**src/rtl/hilo_muldiv_pkg.sv**
```systemverilog
// Shared types and ALU-decoder control codes for the HI/LO multiply/divide unit.
// The control codes must match the ALU decoder's encoding.
package hilo_muldiv_pkg;

    typedef enum logic [1:0] {
        ST_IDLE = 2'd0,
        ST_MUL  = 2'd1,
        ST_DIV  = 2'd2,
        ST_DONE = 2'd3
    } state_t;

    localparam logic [4:0] MULT_CONTROL  = 5'b10000;
    localparam logic [4:0] MULTU_CONTROL = 5'b10001;
    localparam logic [4:0] DIV_CONTROL   = 5'b10010;
    localparam logic [4:0] DIVU_CONTROL  = 5'b10011;
    localparam logic [4:0] MTHI_CONTROL  = 5'b10100;
    localparam logic [4:0] MTLO_CONTROL  = 5'b10101;
    localparam logic [4:0] MFHI_CONTROL  = 5'b10110;
    localparam logic [4:0] MFLO_CONTROL  = 5'b10111;

endpackage

```
**src/rtl/hilo_muldiv_div_core.sv**
```systemverilog
// Unsigned iterative restoring divider: one quotient bit per enabled step.
// Outputs show the quotient/remainder as they will be after the current step.
module div_core (
    input  logic        clk,
    input  logic        resetn,
    input  logic        i_load,
    input  logic        i_step,
    input  logic [31:0] i_dividend,
    input  logic [31:0] i_divisor,
    output logic [31:0] o_quotient,
    output logic [31:0] o_remainder
);

    logic [31:0] r_rem;
    logic [31:0] r_quo;
    logic [31:0] r_dvs;
    logic [32:0] w_shift;
    logic [32:0] w_diff;
    logic        w_qbit;

    // r_quo shifts dividend bits out at the top while quotient bits enter at the bottom
    assign w_shift     = {r_rem, r_quo[31]};
    assign w_diff      = w_shift - {1'b0, r_dvs};
    assign w_qbit      = ~w_diff[32];
    assign o_remainder = w_qbit ? w_diff[31:0] : w_shift[31:0];
    assign o_quotient  = {r_quo[30:0], w_qbit};

    always_ff @(posedge clk) begin
        if (!resetn) begin
            r_rem <= '0;
            r_quo <= '0;
            r_dvs <= '0;
        end else if (i_load) begin
            r_rem <= '0;
            r_quo <= i_dividend;
            r_dvs <= i_divisor;
        end else if (i_step) begin
            r_rem <= o_remainder;
            r_quo <= o_quotient;
        end
    end

endmodule

```
**src/rtl/hilo_muldiv.sv**
```systemverilog
// Multi-cycle multiply/divide unit holding the architectural HI/LO pair.
// Stalls the pipeline while a MULT/DIV is in flight, then commits to HI/LO.
import hilo_muldiv_pkg::*;

module hilo_muldiv #(
    parameter int DIV_ITERS = 32
) (
    input  logic        clk,
    input  logic        resetn,
    input  logic        start,
    input  logic [4:0]  alucontrol,
    input  logic [31:0] src_a,
    input  logic [31:0] src_b,
    input  logic        flush,
    output logic        stall_req,
    output logic        done,
    output logic [31:0] hi_o,
    output logic [31:0] lo_o
);

    localparam int              CNT_W     = $clog2(DIV_ITERS + 1);
    localparam logic [CNT_W-1:0] LAST_ITER = CNT_W'(DIV_ITERS - 1);

    state_t            r_state;
    state_t            w_next_state;
    logic [31:0]       r_hi;
    logic [31:0]       r_lo;
    logic [31:0]       r_opa;
    logic [31:0]       r_opb;
    logic              r_mul_signed;
    logic              r_sign_a;
    logic              r_sign_b;
    logic [CNT_W-1:0]  r_count;

    logic              w_hi_we;
    logic              w_lo_we;
    logic [31:0]       w_hi_d;
    logic [31:0]       w_lo_d;
    logic              w_mul_load;
    logic              w_div_load;
    logic              w_div_step;
    logic              w_div_signed;
    logic [31:0]       w_abs_a;
    logic [31:0]       w_abs_b;
    logic [63:0]       w_prod;
    logic [31:0]       w_quo;
    logic [31:0]       w_rem;
    logic [31:0]       w_quo_fix;
    logic [31:0]       w_rem_fix;

    assign hi_o = r_hi;
    assign lo_o = r_lo;

    assign w_div_signed = (alucontrol == DIV_CONTROL);
    assign w_abs_a      = (w_div_signed && src_a[31]) ? (32'd0 - src_a) : src_a;
    assign w_abs_b      = (w_div_signed && src_b[31]) ? (32'd0 - src_b) : src_b;

    // Sign-extend into 64 bits so one multiplier serves both MULT and MULTU
    assign w_prod = {{32{r_mul_signed & r_opa[31]}}, r_opa}
                  * {{32{r_mul_signed & r_opb[31]}}, r_opb};

    assign w_quo_fix = (r_sign_a ^ r_sign_b) ? (32'd0 - w_quo) : w_quo;
    assign w_rem_fix = r_sign_a ? (32'd0 - w_rem) : w_rem;

    div_core u_div_core (
        .clk         (clk),
        .resetn      (resetn),
        .i_load      (w_div_load),
        .i_step      (w_div_step),
        .i_dividend  (w_abs_a),
        .i_divisor   (w_abs_b),
        .o_quotient  (w_quo),
        .o_remainder (w_rem)
    );

    always_ff @(posedge clk) begin
        if (!resetn) r_state <= ST_IDLE;
        else         r_state <= w_next_state;
    end

    always_comb begin
        w_next_state = r_state;
        stall_req    = 1'b0;
        done         = 1'b0;
        w_hi_we      = 1'b0;
        w_lo_we      = 1'b0;
        w_hi_d       = r_hi;
        w_lo_d       = r_lo;
        w_mul_load   = 1'b0;
        w_div_load   = 1'b0;
        w_div_step   = 1'b0;
        case (r_state)
            ST_IDLE: begin
                if (start) begin
                    case (alucontrol)
                        MTHI_CONTROL: begin
                            w_hi_we = 1'b1;
                            w_hi_d  = src_a;
                        end
                        MTLO_CONTROL: begin
                            w_lo_we = 1'b1;
                            w_lo_d  = src_a;
                        end
                        MULT_CONTROL, MULTU_CONTROL: begin
                            stall_req    = 1'b1;
                            w_mul_load   = 1'b1;
                            w_next_state = ST_MUL;
                        end
                        DIV_CONTROL, DIVU_CONTROL: begin
                            stall_req = 1'b1;
                            if (src_b == 32'd0) begin
                                w_next_state = ST_DONE;
                            end else begin
                                w_div_load   = 1'b1;
                                w_next_state = ST_DIV;
                            end
                        end
                        default: ;
                    endcase
                end
            end
            ST_MUL: begin
                stall_req    = 1'b1;
                w_hi_we      = 1'b1;
                w_lo_we      = 1'b1;
                w_hi_d       = w_prod[63:32];
                w_lo_d       = w_prod[31:0];
                w_next_state = ST_DONE;
            end
            ST_DIV: begin
                stall_req  = 1'b1;
                w_div_step = 1'b1;
                if (r_count == LAST_ITER) begin
                    w_hi_we      = 1'b1;
                    w_lo_we      = 1'b1;
                    w_hi_d       = w_rem_fix;
                    w_lo_d       = w_quo_fix;
                    w_next_state = ST_DONE;
                end
            end
            ST_DONE: begin
                done         = 1'b1;
                w_next_state = ST_IDLE;
            end
            default: w_next_state = ST_IDLE;
        endcase
        // A flush cancels everything scheduled for this edge; an in-flight op still stalls this cycle
        if (flush) begin
            w_next_state = ST_IDLE;
            w_hi_we      = 1'b0;
            w_lo_we      = 1'b0;
            w_mul_load   = 1'b0;
            w_div_load   = 1'b0;
            w_div_step   = 1'b0;
            if (r_state == ST_IDLE) stall_req = 1'b0;
        end
    end

    always_ff @(posedge clk) begin
        if (!resetn) begin
            r_hi <= '0;
            r_lo <= '0;
        end else begin
            if (w_hi_we) r_hi <= w_hi_d;
            if (w_lo_we) r_lo <= w_lo_d;
        end
    end

    always_ff @(posedge clk) begin
        if (!resetn) begin
            r_opa        <= '0;
            r_opb        <= '0;
            r_mul_signed <= 1'b0;
            r_sign_a     <= 1'b0;
            r_sign_b     <= 1'b0;
            r_count      <= '0;
        end else begin
            if (w_mul_load) begin
                r_opa        <= src_a;
                r_opb        <= src_b;
                r_mul_signed <= (alucontrol == MULT_CONTROL);
            end
            if (w_div_load) begin
                r_sign_a <= w_div_signed & src_a[31];
                r_sign_b <= w_div_signed & src_b[31];
                r_count  <= '0;
            end else if (w_div_step) begin
                r_count <= r_count + 1'b1;
            end
        end
    end

endmodule

```
**config.mk**
```make
export PLATFORM = sky130hd
export DESIGN_NAME = hilo_muldiv
export DESIGN_NICKNAME = d
export VERILOG_FILES = /design/src/rtl/hilo_muldiv_pkg.sv /design/src/rtl/hilo_muldiv_div_core.sv /design/src/rtl/hilo_muldiv.sv
export SDC_FILE = /design/constraint.sdc
export NUM_CORES = 2
export LEC_CHECK = 0
export BUFFER_PORTS_ARGS = -buffer_cell sky130_fd_sc_hd__buf_2
export CORE_MARGIN = 2
export CORE_UTILIZATION = 40
export DETAILED_ROUTE_END_ITERATION = 6
export PLACE_DENSITY = 0.59
export SLEW_MARGIN = 30
export SYNTH_ARGS = -nofsm -noshare
export SYNTH_HDL_FRONTEND = slang
export SYNTH_SLANG_ARGS = --single-unit
```
**constraint.sdc**
```tcl
create_clock -name clk -period 14.9 [get_ports clk]
set_input_delay 0.745 -clock clk [delete_from_list [all_inputs] [get_ports clk]]
set_output_delay 0.745 -clock clk [all_outputs]
set_load 0.1 [all_outputs]
```
==> results_dict.tcl <==
set metrics [dict create \
    cts_setup_buffers 0 \
    drtIter0Drc 3085 \
    crit_top_cell "fa_1" \
    grt_first_pass_wirelength_mm 265 \
    hold_buffers 0 \
    cts_resized 0 \
    portBuffers 138 \
    path_max_fanout 23 \
    max_freq_mhz 105 \
    cts_max_path_buffers 3 \
    reg2reg_slack_ns 5.41 \
    tightest_slew_ns 1.04 \
    p_leak_nw 26.3 \
    required_ns 15.37 \
    initial_core_util_pct 40.4 \
    layout.nets 7559 \
    worstSetupEndpointType "flip-flop" \
    ys.warnings.count 0 \
    status "finished, final reports clean" \
    critPathMaxStageDelay_ns 0.67 \
    numCtsBuffers 27 \
    pre_cts_ws_ns 5.08 \
    drc_errors 0 \
    worstReg2RegEnd "hi_o[20]$_SDFFE_PN0P_" \
    vias 42800 \
    yosys.area.top_type_share_pct 42.3 \
    track_usage_pct 24.9 \
    rr_worst_depth 27 \
    path_class "reg2reg" \
    grt_start_max_net_pins 87 \
    hp-start "flush" \
    synth_fp_nets 7677 \
    rsz0062_at_grt "false" \
    final_antenna_net_count 0 \
    whs_endpoint "r_state[0]$_SDFFE_PP0P_" \
    syn_area_per_cell_sq_um 8.57 \
    antenna_found_initial 10 \
    synth_area_leader_cell "fa_1" \
    cts.clk_slew.worst_paths_ns 0.06 \
    core.rowCount 133 \
    globalplace.congestion 0.982 \
    arrival_ns 9.97 \
    h-tree-depth 1 \
    skew_ns 0.0131 \
    viasPerCell 5.43 \
    hold_depth 2 \
    stdcell_count 7884 \
    worstReg2RegStart "r_mul_signed$_SDFFE_PN0P_" \
    clock-sinks 235 \
    firstDrtPassIters 6 \
    grt_overflow 0 \
    seq_area_frac_synth_pct 8.82 \
    slew_viol_final 0 \
    syn_area_sq_um 53300 \
    hp-class "in2reg" \
    crit_path_top_delay_cell "fa_1" \
    ys.flop_type "dfxtp_1" \
    synth_edf_count 0 \
    maxCapViolCount 0 \
    placedCellCount 7832 \
    synthCells 6224 \
    hold_viol 0 \
    power_density_nw_per_um2 36.7 \
    final_layout_size_suffix_gt1_share_pct 5.83 \
    wirelength_mm 166 \
    ios 139 \
    peakVddDrop_v 0.000107 \
    critPathLaunchType "flip-flop" \
    first_global_vias 44700 \
    period_share_pct 63.7 \
    core-area_sq_um 132000 \
    synthDistinctLibCells 99 \
    synthTopCellsByArea "fa_1, dfxtp_1, inv_1, nand2_1, ha_1" \
    die_w_um 369 \
    utilization_pct 42.8 \
    wire_per_inst_um 21.1 \
    root_buffer "clkbuf_16" \
    cts_tree "yes" \
    dp_hpwl_mm 130 \
    fin_setup_tns_ns 0 \
    die_h_um 369 \
    area_growth_pct 5.85 \
    insertion_delay_ns 0.58 \
    dieArea_sq_um 136000 \
    async_flop_share_pct 0 \
    max_slew_margin_pct 29.8 \
    setup_violations 0 \
    fin_ws_ns 5.41 \
    post-route-min-period_ns 9.49 \
    synth_seq_cells 235 \
]
## area by class of cell
| class | instances | area [sq um] |
|---|---|---|
| Inverter | 1196 | 4490 |
| Clock inverter | 12 | 203 |
| Timing Repair Buffer | 225 | 1350 |
| Fill cell | 13300 | 75500 |
| Antenna cell | 5 | 12.5 |
| Clock buffer | 35 | 756 |
| Sequential cell | 235 | 4710 |
| Tap cell | 1755 | 2200 |
| Multi-Input combinational cell | 4421 | 42700 |
## placed cells by master (no fill, tap or decap), types with 13 or more instances in the layout
cell type | synthesis | final
dfxtp_1 | 235 | 230
o31ai_1 | 41 | 41
o21ai_0 | 114 | 114
a21oi_1 | 232 | 232
nor2_1 | 265 | 262
inv_1 | 1194 | 1193
buf_4 | 4 | 85
a31oi_1 | 17 | 17
or2_2 | 14 | 13
or3_1 | 31 | 31
and2_1 | 358 | 358
nand2_1 | 1059 | 1057
clkbuf_16 | 0 | 27
nor2b_1 | 16 | 16
and3_1 | 41 | 41
mux2i_1 | 32 | 32
nand3_1 | 47 | 47
a311oi_1 | 34 | 34
nor4_1 | 29 | 29
buf_2 | 26 | 138
o21a_1 | 20 | 20
xnor2_1 | 123 | 123
xor2_1 | 83 | 83
nor3_1 | 40 | 40
a211oi_1 | 80 | 80
ha_1 | 254 | 251
o41ai_1 | 22 | 22
nand2b_1 | 19 | 19
fa_1 | 1126 | 1126
o211ai_1 | 21 | 21
a21o_1 | 56 | 56
nand4_1 | 23 | 23
a221oi_1 | 35 | 35
## metrics by stage
| stage | total power, mW | hold WS (ns) | cell area, sq um |
|---|---|---|---|
| after floorplan | 1.10 | 0.432 | 53300 |
| after global placement | 1.31 | 0.440 | 55500 |
| after detailed placement | 1.31 | 0.445 | 55500 |
| after CTS | 2.05 | 0.422 | 56400 |
| after global routing | 2.13 | 0.435 | 56400 |
| final | 2.07 | 0.440 | 56400 |
## logic make-up (layout without fill, tap and decap cells)
logic type,Yosys count,after routing,synth area share (%)
other cells,0,5,0
simple gates,1992,1992,17.2
mux,41,41,0.861
fa+ha+maj,1380,1380,48.2
buf+inv,1568,1468,11.1
compound gates,802,802,10.3
xor+xnor,206,206,3.38
flops,235,235,8.82
## flip-flops by register name, indices dropped and copies added, names as in the netlist
register          count
lo_o                 32
r_sign_a              1
r_mul_signed          1
r_opb                32
r_state               2
hi_o                 32
u_div_core.r_quo     32
r_opa                32
r_count               6
u_div_core.r_rem     32
u_div_core.r_dvs     32
r_sign_b              1
## how the worst max path moves through the flow
| stage | startpoint | end | slack [ns] | cells past startpoint |
|---|---|---|---|---|
| 4_1_cts | r_mul_signed$_SDFFE_PN0P_ | hi_o[20]$_SDFFE_PN0P_ | 5.02 | 27 |
| 6_report | r_mul_signed$_SDFFE_PN0P_ | hi_o[20]$_SDFFE_PN0P_ | 5.41 | 27 |
| 5_1_grt | r_mul_signed$_SDFFE_PN0P_ | hi_o[20]$_SDFFE_PN0P_ | 4.78 | 27 |
| 3_3_place_gp | r_mul_signed$_SDFFE_PN0P_ | hi_o[20]$_SDFFE_PN0P_ | 5.33 | 27 |
| 3_5_place_dp | r_mul_signed$_SDFFE_PN0P_ | hi_o[20]$_SDFFE_PN0P_ | 5.08 | 27 |
| 2_1_floorplan | r_opa[31]$_SDFFE_PN0P_ | hi_o[20]$_SDFFE_PN0P_ | 6.72 | 29 |
## power breakdown
part / switching [mW] / leakage [nW] / internal, mW
clock: 0.304 / 0.472 / 0.444
sequential: 0.0122 / 1.90 / 0.638
combinational: 0.475 / 23.9 / 0.196
## worst max-delay path: cells and delay by family, from the launching register on
kind	cells	cell delay (ns)
and+or+nand+nor	5	1.57
AOI/OAI and AO/OA	8	1.91
adders and majority gates	9	4.59
DFF	1	0.66
buffers and inverters	5	0.66
## cells in the mapped netlist, drive strengths merged, types with 16 or more instances
master and count:
nor2 266, o21ai 119, nand3 48, o31ai 43, mux2i 32, clkbuf 331
a31oi 17, dfxtp 235, nand2b 19, ha 254, xnor2 123, a221oi 37
o211ai 21, nand4 24, fa 1126, xor2 83, inv 1195, o21a 20
nor4 29, nor2b 16, a21oi 235, a311oi 34, and2 362, nand2 1059
and3 41, a211oi 84, buf 41, a21o 56, nor3 42, o41ai 24
or3 32
## routing by layer
metal  track usage [%]  vias to the layer above  wire, um
li1                  -                    19000         -
met1              32.9                    22000     67500
met2              42.0                     1550     80500
met3              2.59                      332     10300
met4              9.85                        4      8070
met5                 0                        -        26
Note: power is estimated with default switching activity, not from simulation.
